### src/rtl/mips_pkg.sv
// ============================================================================
// Module      : mips_pkg
// Description : Shared opcode, ALU-op, mux-select and FSM state encodings
//               for the multicycle MIPS datapath.
// Revision    : 1.0 - initial release
// ============================================================================
`default_nettype none

package mips_pkg;

  localparam logic [5:0] OP_RTYPE = 6'b000000;
  localparam logic [5:0] OP_LW    = 6'b100011;
  localparam logic [5:0] OP_SW    = 6'b101011;
  localparam logic [5:0] OP_BEQ   = 6'b000100;
  localparam logic [5:0] OP_J     = 6'b000010;
  localparam logic [5:0] OP_ADDI  = 6'b001000;
  localparam logic [5:0] OP_ORI   = 6'b001101;

  // AluControl encoding: bit 1 -> AluOp1, bit 0 -> AluOp0
  localparam logic [1:0] ALUOP_ADD   = 2'b00;
  localparam logic [1:0] ALUOP_SUB   = 2'b01;
  localparam logic [1:0] ALUOP_FUNCT = 2'b10;
  localparam logic [1:0] ALUOP_OR    = 2'b11;

  localparam logic [1:0] SRCB_B       = 2'b00;
  localparam logic [1:0] SRCB_FOUR    = 2'b01;
  localparam logic [1:0] SRCB_IMM     = 2'b10;
  localparam logic [1:0] SRCB_IMM_SH2 = 2'b11;

  localparam logic [1:0] PCSRC_ALU    = 2'b00;
  localparam logic [1:0] PCSRC_ALUOUT = 2'b01;
  localparam logic [1:0] PCSRC_JUMP   = 2'b10;

  typedef enum logic [3:0] {
    S_FETCH     = 4'd0,
    S_DECODE    = 4'd1,
    S_MEM_ADDR  = 4'd2,
    S_MEM_READ  = 4'd3,
    S_MEM_WB    = 4'd4,
    S_MEM_WRITE = 4'd5,
    S_R_EXEC    = 4'd6,
    S_R_WB      = 4'd7,
    S_BRANCH    = 4'd8,
    S_JUMP      = 4'd9,
    S_ADDI_EX   = 4'd10,
    S_ORI_EX    = 4'd11,
    S_I_WB      = 4'd12
  } state_e;

endpackage

`default_nettype wire

### src/rtl/multicycle_control.sv
// ============================================================================
// Module      : multicycle_control
// Description : Main control FSM of the multicycle MIPS datapath; sequences
//               each instruction and drives all datapath enables.
// Revision    : 1.0 - initial release
// ============================================================================
`default_nettype none

module multicycle_control
  import mips_pkg::*;
#(
  parameter int USE_MEM_READY = 1,
  parameter int STATE_W       = 4
) (
  input  logic               clk,
  input  logic               rst_n,
  input  logic [5:0]         opcode,
  input  logic               mem_ready,
  output logic [1:0]         alu_op,
  output logic               pc_write,
  output logic               pc_write_cond,
  output logic               iord,
  output logic               mem_read,
  output logic               mem_write,
  output logic               ir_write,
  output logic               mem_to_reg,
  output logic               reg_dst,
  output logic               reg_write,
  output logic               alu_src_a,
  output logic [1:0]         alu_src_b,
  output logic [1:0]         pc_source,
  output logic               illegal_op,
  output logic               instr_done,
  output logic [STATE_W-1:0] state
);

  logic [STATE_W-1:0] r_state;
  logic [STATE_W-1:0] w_next;
  logic               w_ready;

  assign w_ready = (USE_MEM_READY != 0) ? mem_ready : 1'b1;
  assign state   = r_state;

  always_ff @(posedge clk) begin
    if (!rst_n) r_state <= STATE_W'(S_FETCH);
    else        r_state <= w_next;
  end

  always_comb begin
    w_next        = STATE_W'(S_FETCH);
    alu_op        = ALUOP_ADD;
    pc_write      = 1'b0;
    pc_write_cond = 1'b0;
    iord          = 1'b0;
    mem_read      = 1'b0;
    mem_write     = 1'b0;
    ir_write      = 1'b0;
    mem_to_reg    = 1'b0;
    reg_dst       = 1'b0;
    reg_write     = 1'b0;
    alu_src_a     = 1'b0;
    alu_src_b     = SRCB_B;
    pc_source     = PCSRC_ALU;
    illegal_op    = 1'b0;
    instr_done    = 1'b0;

    case (r_state)
      STATE_W'(S_FETCH): begin
        mem_read  = 1'b1;
        alu_src_b = SRCB_FOUR;
        ir_write  = w_ready;
        pc_write  = w_ready;
        w_next    = w_ready ? STATE_W'(S_DECODE) : STATE_W'(S_FETCH);
      end
      STATE_W'(S_DECODE): begin
        alu_src_b = SRCB_IMM_SH2;
        case (opcode)
          OP_LW, OP_SW: w_next = STATE_W'(S_MEM_ADDR);
          OP_RTYPE:     w_next = STATE_W'(S_R_EXEC);
          OP_BEQ:       w_next = STATE_W'(S_BRANCH);
          OP_J:         w_next = STATE_W'(S_JUMP);
          OP_ADDI:      w_next = STATE_W'(S_ADDI_EX);
          OP_ORI:       w_next = STATE_W'(S_ORI_EX);
          default:      illegal_op = 1'b1;
        endcase
      end
      STATE_W'(S_MEM_ADDR): begin
        alu_src_a = 1'b1;
        alu_src_b = SRCB_IMM;
        w_next    = (opcode == OP_SW) ? STATE_W'(S_MEM_WRITE) : STATE_W'(S_MEM_READ);
      end
      STATE_W'(S_MEM_READ): begin
        mem_read = 1'b1;
        iord     = 1'b1;
        w_next   = w_ready ? STATE_W'(S_MEM_WB) : STATE_W'(S_MEM_READ);
      end
      STATE_W'(S_MEM_WB): begin
        reg_write  = 1'b1;
        mem_to_reg = 1'b1;
        instr_done = 1'b1;
      end
      STATE_W'(S_MEM_WRITE): begin
        mem_write  = 1'b1;
        iord       = 1'b1;
        instr_done = w_ready;
        w_next     = w_ready ? STATE_W'(S_FETCH) : STATE_W'(S_MEM_WRITE);
      end
      STATE_W'(S_R_EXEC): begin
        alu_src_a = 1'b1;
        alu_op    = ALUOP_FUNCT;
        w_next    = STATE_W'(S_R_WB);
      end
      STATE_W'(S_R_WB): begin
        reg_write  = 1'b1;
        reg_dst    = 1'b1;
        instr_done = 1'b1;
      end
      STATE_W'(S_BRANCH): begin
        alu_src_a     = 1'b1;
        alu_op        = ALUOP_SUB;
        pc_write_cond = 1'b1;
        pc_source     = PCSRC_ALUOUT;
        instr_done    = 1'b1;
      end
      STATE_W'(S_JUMP): begin
        pc_write   = 1'b1;
        pc_source  = PCSRC_JUMP;
        instr_done = 1'b1;
      end
      STATE_W'(S_ADDI_EX), STATE_W'(S_ORI_EX): begin
        alu_src_a = 1'b1;
        alu_src_b = SRCB_IMM;
        alu_op    = (r_state == STATE_W'(S_ORI_EX)) ? ALUOP_OR : ALUOP_ADD;
        w_next    = STATE_W'(S_I_WB);
      end
      STATE_W'(S_I_WB): begin
        reg_write  = 1'b1;
        instr_done = 1'b1;
      end
      default: ;
    endcase

    // Holding reset silences the datapath so an aborted instruction leaves no side effects
    if (!rst_n) begin
      alu_op        = ALUOP_ADD;
      pc_write      = 1'b0;
      pc_write_cond = 1'b0;
      iord          = 1'b0;
      mem_read      = 1'b0;
      mem_write     = 1'b0;
      ir_write      = 1'b0;
      mem_to_reg    = 1'b0;
      reg_dst       = 1'b0;
      reg_write     = 1'b0;
      alu_src_a     = 1'b0;
      alu_src_b     = SRCB_B;
      pc_source     = PCSRC_ALU;
      illegal_op    = 1'b0;
      instr_done    = 1'b0;
    end
  end

endmodule

`default_nettype wire

### config.mk
export PLATFORM = sky130hd
export DESIGN_NAME = multicycle_control
export DESIGN_NICKNAME = d
export VERILOG_FILES = /design/src/rtl/mips_pkg.sv /design/src/rtl/multicycle_control.sv
export SDC_FILE = /design/constraint.sdc
export NUM_CORES = 1
export LEC_CHECK = 0
export CELL_PAD_IN_SITES_DETAIL_PLACEMENT = 1
export CELL_PAD_IN_SITES_GLOBAL_PLACEMENT = 2
export CORE_ASPECT_RATIO = 0.75
export CORE_UTILIZATION = 21
export CTS_CLUSTER_DIAMETER = 100
export DETAILED_ROUTE_END_ITERATION = 12
export GPL_TIMING_DRIVEN = 0
export PLACE_DENSITY_LB_ADDON = 0.1
export REMOVE_ABC_BUFFERS = 1
export SETUP_SLACK_MARGIN = 0.15
export SYNTH_ARGS = -nofsm -noshare
export SYNTH_HDL_FRONTEND = slang
export SYNTH_SLANG_ARGS = --single-unit
### constraint.sdc
create_clock -name clk -period 2.5 [get_ports clk]
set_input_delay 0.375 -clock clk [delete_from_list [all_inputs] [get_ports clk]]
set_output_delay 0.375 -clock clk [all_outputs]
set_load 0.01 [all_outputs]
==> metrics, run 1 <==
skew final 0.0003286 ns; Worst R2R Setup Slack 0.94 ns; initial drt markers 33; synth top area cells dfxtp_1, a21oi_1, nand2_1, nor2_1, nand2b_1; Ports 31; hold_sp state[1]; Max Slew Vio Count 0; register bit total from synthesis 4; Max H-tree Level 1; Die Span Y 49.93 µm; CTS Root Cell clkbuf_8; Pwr per Cell Area 291.1 nW/µm²; layout cells sized above 1 10.40%; Max rail drop VDD 0.1679 mV; cell taking the most area after synthesis dfxtp_1; ys async rst share 0%; via count 806; PortBufs 30; wire per inst 13.90 µm; Via density 5.006; post-layout util 35.55%; Reg area 90.09 µm²; synthesized area 643.1 µm²; Max Fclk 431.9 MHz; Filler cells 337; Total GRT Usage 15.16%; R2R Path Start state[1]; worst r2r path cells 4; antenna violations before repair 0; first drt pass iteration count 4; Worst-path clk slew 0.03 ns; antenna cells 0; vias in the first global route 832; share of the synthesized area in the top cell type 12.45%; Post-Synthesis Cells 101; clock latency on the worst-skew pair 0.22 ns; Post-synth EDFFs 0; slew margin rel. 58.68%; Routed Antenna Nets 0; CP Class reg2out; Worst Slack Setup Final 0.1845 ns; Clock Path Buffers 2; max reg flops 4; Final Critical Period 2.316 ns; area delta synth->final 52.72%; CP endpoint kind output port; hpwl dp 1643 µm; CTS tree done; Worst-Margin Slew 0.6112 ns; cts bufs inserted 3; Max Cap Viol 0; Final Hold Fails 0; first-pass GRT wire length 3870 µm; Yosys warnings 0; Hold/Removal Path Class reg2reg; critical path peak fanout 16; detailed-route DRC error count 0; worst hold slack 0.6254 ns; CP Data Arrival Time 1.94 ns; CP Launch Type flip-flop; hold path cells 2; Finish-stage setup viols 0; Final #Nets 136; LEAKAGE 0.3258 nW; GRT overflow 0; Core Region 2763 µm²; ys flop type dfxtp_1; Die W 65.90 µm; WL final 2238 µm; Starting Density 23.28%; CTS sink cnt 4; GPL Wtd Cong 0.7452; synth unique cells 36; WHS Endpoint state[3]; area of the multi-input gates 506.7 µm²; CTS Hold Bufs 0; RSZ-0062 raised after global routing true; Post-synth top cells nand2_1, nor2_1, a21oi_1; post-synthesis sequential area ratio 12.45%; # rows 16; full die area 3290 µm²; Syn Area/Cell 6.367 µm²; WP data required 2.12 ns; largest net degree at the start of global routing 20; terminus of the critical flop-to-flop path state[3]; Worst Setup Slack post-DPL -0.4296 ns; final worst-path cycle share 92.62%; most common cell in the synthesized netlist nand2_1; status completed
==> critical path, stage by stage (launching register included) <==
cell,delay (ns)
dfxtp_4,0.44
inv_1,0.11
nor2_2,0.24
nand2_1,0.13
nor3_1,0.22
clkdlybuf4s50_1,0.58
==> through the flow <==
| step | total power [mW] | TNS, ns | cells | cell area [µm²] |
|---|---|---|---|---|
| after floorplan | 0.1091 | 0 | 92 | 589.3 |
| after global placement | 0.1553 | -0.4131 | 158 | 934.6 |
| after detailed placement | 0.1557 | -0.4296 | 158 | 934.6 |
| after CTS | 0.2925 | 0 | 161 | 982.2 |
| after global routing | 0.3056 | 0 | 161 | 982.2 |
| final | 0.2859 | 0 | 161 | 982.2 |
==> what timing repair did <==
item,in CTS,in global routing
endpoints found under the setup margin,14,7
setup buffers,0,0
gates resized for setup,14,4
pin swaps,0,0
==> power breakdown <==
part           internal [mW]  switching (mW)
clock                  0.103          0.0333
combinational         0.0375          0.0406
sequential            0.0647         0.00722
==> placed cells by master (no fill, tap or decap), types with 3 or more instances in the layout <==
master / Yosys / routed
a21oi_1: 12 / 12
clkbuf_8: 0 / 3
clkdlybuf4s50_1: 0 / 23
dlygate4sd2_1: 0 / 5
nand2_1: 15 / 15
nand2b_1: 6 / 6
nor2_1: 13 / 12
nor3_1: 4 / 4
nor4_1: 3 / 3
o21ai_0: 6 / 5
==> how the worst max path moves through the flow <==
stage / endpoint / from / cells past startpoint
finish: pc_write_cond / state[3] / 5
global placement: illegal_op / opcode[2] / 6
global route: pc_write_cond / state[3] / 5
detailed placement: illegal_op / opcode[2] / 6
floorplan: pc_source[0] / state[3] / 4
CTS: illegal_op / opcode[3] / 6
==> per-layer routing <==
layer	part of all wire, %	track usage, %	wire [µm]
met1	54	22.10	1201
met2	42	22.11	929
met3	4.3	4.167	96
met4	0.45	2.174	10
met5	0	0	0
==> logic make-up (layout without fill, tap and decap cells) <==
group	after synthesis	in the layout	synth area share, %
and+or+nand+nor	54	54	45.53
AOI/OAI and AO/OA	29	29	28.41
buffers and inverters	11	35	9.533
DFF	4	4	12.45
xor gates and xnor gates	3	3	4.086
==> cell type report <==
cell class | count | area share (%)
sequential | 4 | 9.172
clock buffer | 3 | 4.204
timing repair buffer | 30 | 29.68
inverter | 2 | 0.7643
tap | 36 | 4.586
multi-input combinational | 86 | 51.59
Power figures use the tool's default switching activity.
==> run 2: changes to the inputs <==
--- a/constraint.sdc
+++ b/constraint.sdc
@@ -3,2 +3,2 @@
 set_output_delay 0.375 -clock clk [all_outputs]
-set_load 0.01 [all_outputs]
+set_load 0.02 [all_outputs]
==> run 2 against run 1 <==
Net effect:
- power up 3.0%
- wire length up 0.45%
- sequential power about the same
- worst hold slack better by 0.0020 ns
- clock skew about the same
==> metrics, run 2 (synthesis results as in run 1) <==
Die W 65.90 µm; status completed; first drt pass iteration count 4; slew margin rel. 59.39%; largest net degree at the start of global routing 20; CP Data Arrival Time 1.86 ns; most frequent cells in the layout clkdlybuf4s50_1, nand2_1, nor2_1, a21oi_1; CTS Root Cell clkbuf_8; CTS sink cnt 4; Via density 4.969; Worst Setup Slack post-DPL -0.4974 ns; Max Cap Viol 0; # rows 16; Max Slew Vio Count 0; Total GRT Usage 15.20%; cts bufs inserted 3; Clock Path Buffers 2; skew final 0.0001256 ns; post-layout util 36.19%; clock latency on the worst-skew pair 0.22 ns; CP endpoint kind output port; max reg flops 4; antenna violations before repair 0; Max Fclk 447.6 MHz; most common cell after layout, fill and taps aside clkdlybuf4s50_1; final worst-path cycle share 89.36%; worst hold slack 0.6274 ns; Non-Filler Instances 161; Finish-stage setup viols 0; Worst-Margin Slew 0.6007 ns; wire per inst 13.96 µm; Max rail drop VDD 0.1696 mV; critical path peak fanout 5; CP Launch Type input port; Filler cells 336; initial drt markers 20; CTS tree done; total power 0.2945 mW; vias in the first global route 825; GPL Wtd Cong 0.7452; area delta synth->final 55.45%; Final #Nets 136; GRT overflow 0; area of the multi-input gates 515.5 µm²; Max H-tree Level 1; antenna cells 0; WL final 2248 µm; WP data required 2.12 ns; via count 800; Ports 31; layout cells sized above 1 11.20%; detailed-route DRC error count 0; RSZ-0062 raised after global routing false; PortBufs 30; Routed Antenna Nets 0; Starting Density 23.28%; Hold/Removal Path Class reg2reg; hpwl dp 1643 µm; post-CTS setup buffer count 0; Worst-path clk slew 0.03 ns; Final Hold Fails 0; first-pass GRT wire length 3877 µm; full die area 3290 µm²; Reg area 90.09 µm²; Final Critical Period 2.234 ns; Core Region 2763 µm²; placed cells 158; Pwr per Cell Area 294.5 nW/µm²; Worst Slack Setup Final 0.2659 ns; LEAKAGE 0.3821 nW; CP Class in2out; Die Span Y 49.93 µm
## run 2: timing repair
action | CTS | global route
setup endpoints to repair | 18 | 4
resized for setup | 20 | 7
hold buffers | 0 | 0
## run 2: per-layer routing
metal  share of wire [%]  global-route usage [%]  up-vias
li1                    -                       -      409
met1                  54                   21.69      370
met2                  41                   22.79       19
met3                 4.4                   4.167        2
met4                0.36                   2.174        0
met5                   0                       0        -
## run 2: final timing paths
kind | startpoint | to | slack (ns) | cells past startpoint
max | opcode[5] | illegal_op | 0.27 | 6
min reg2reg | state[1] | state[3] | 0.63 | 2
min | state[1] | state[3] | 0.63 | 2
max reg2reg | state[1] | state[3] | 0.95 | 4
## run 2: power by group
group | switching [mW] | internal, mW
registers | 0.00738 | 0.0647
clock network | 0.0339 | 0.103
logic | 0.0470 | 0.0389
total | 0.0882 | 0.206
## run 2: final cells by class
type | instances | share of cell area, %
multi-input combinational | 86 | 51.56
timing repair buffer | 30 | 30.04
sequential | 4 | 9.011
tap | 36 | 4.506
clock buffer | 3 | 4.130
inverter | 2 | 0.7509
## run 2: stage by stage
step | area (µm²) | TNS [ns]
3_5_place_dp | 934.6 | -0.6009
6_report | 999.7 | 0
3_3_place_gp | 934.6 | -0.6164
4_1_cts | 978.4 | 0
2_1_floorplan | 589.3 | 0
5_1_grt | 999.7 | 0
## run 2: critical path, cell delays in order
cell and delay (ns):
clkdlybuf4s50_1 0.48, and3b_1 0.22, o21ai_2 0.14, a21oi_1 0.11
a2111oi_2 0.34, buf_4 0.20
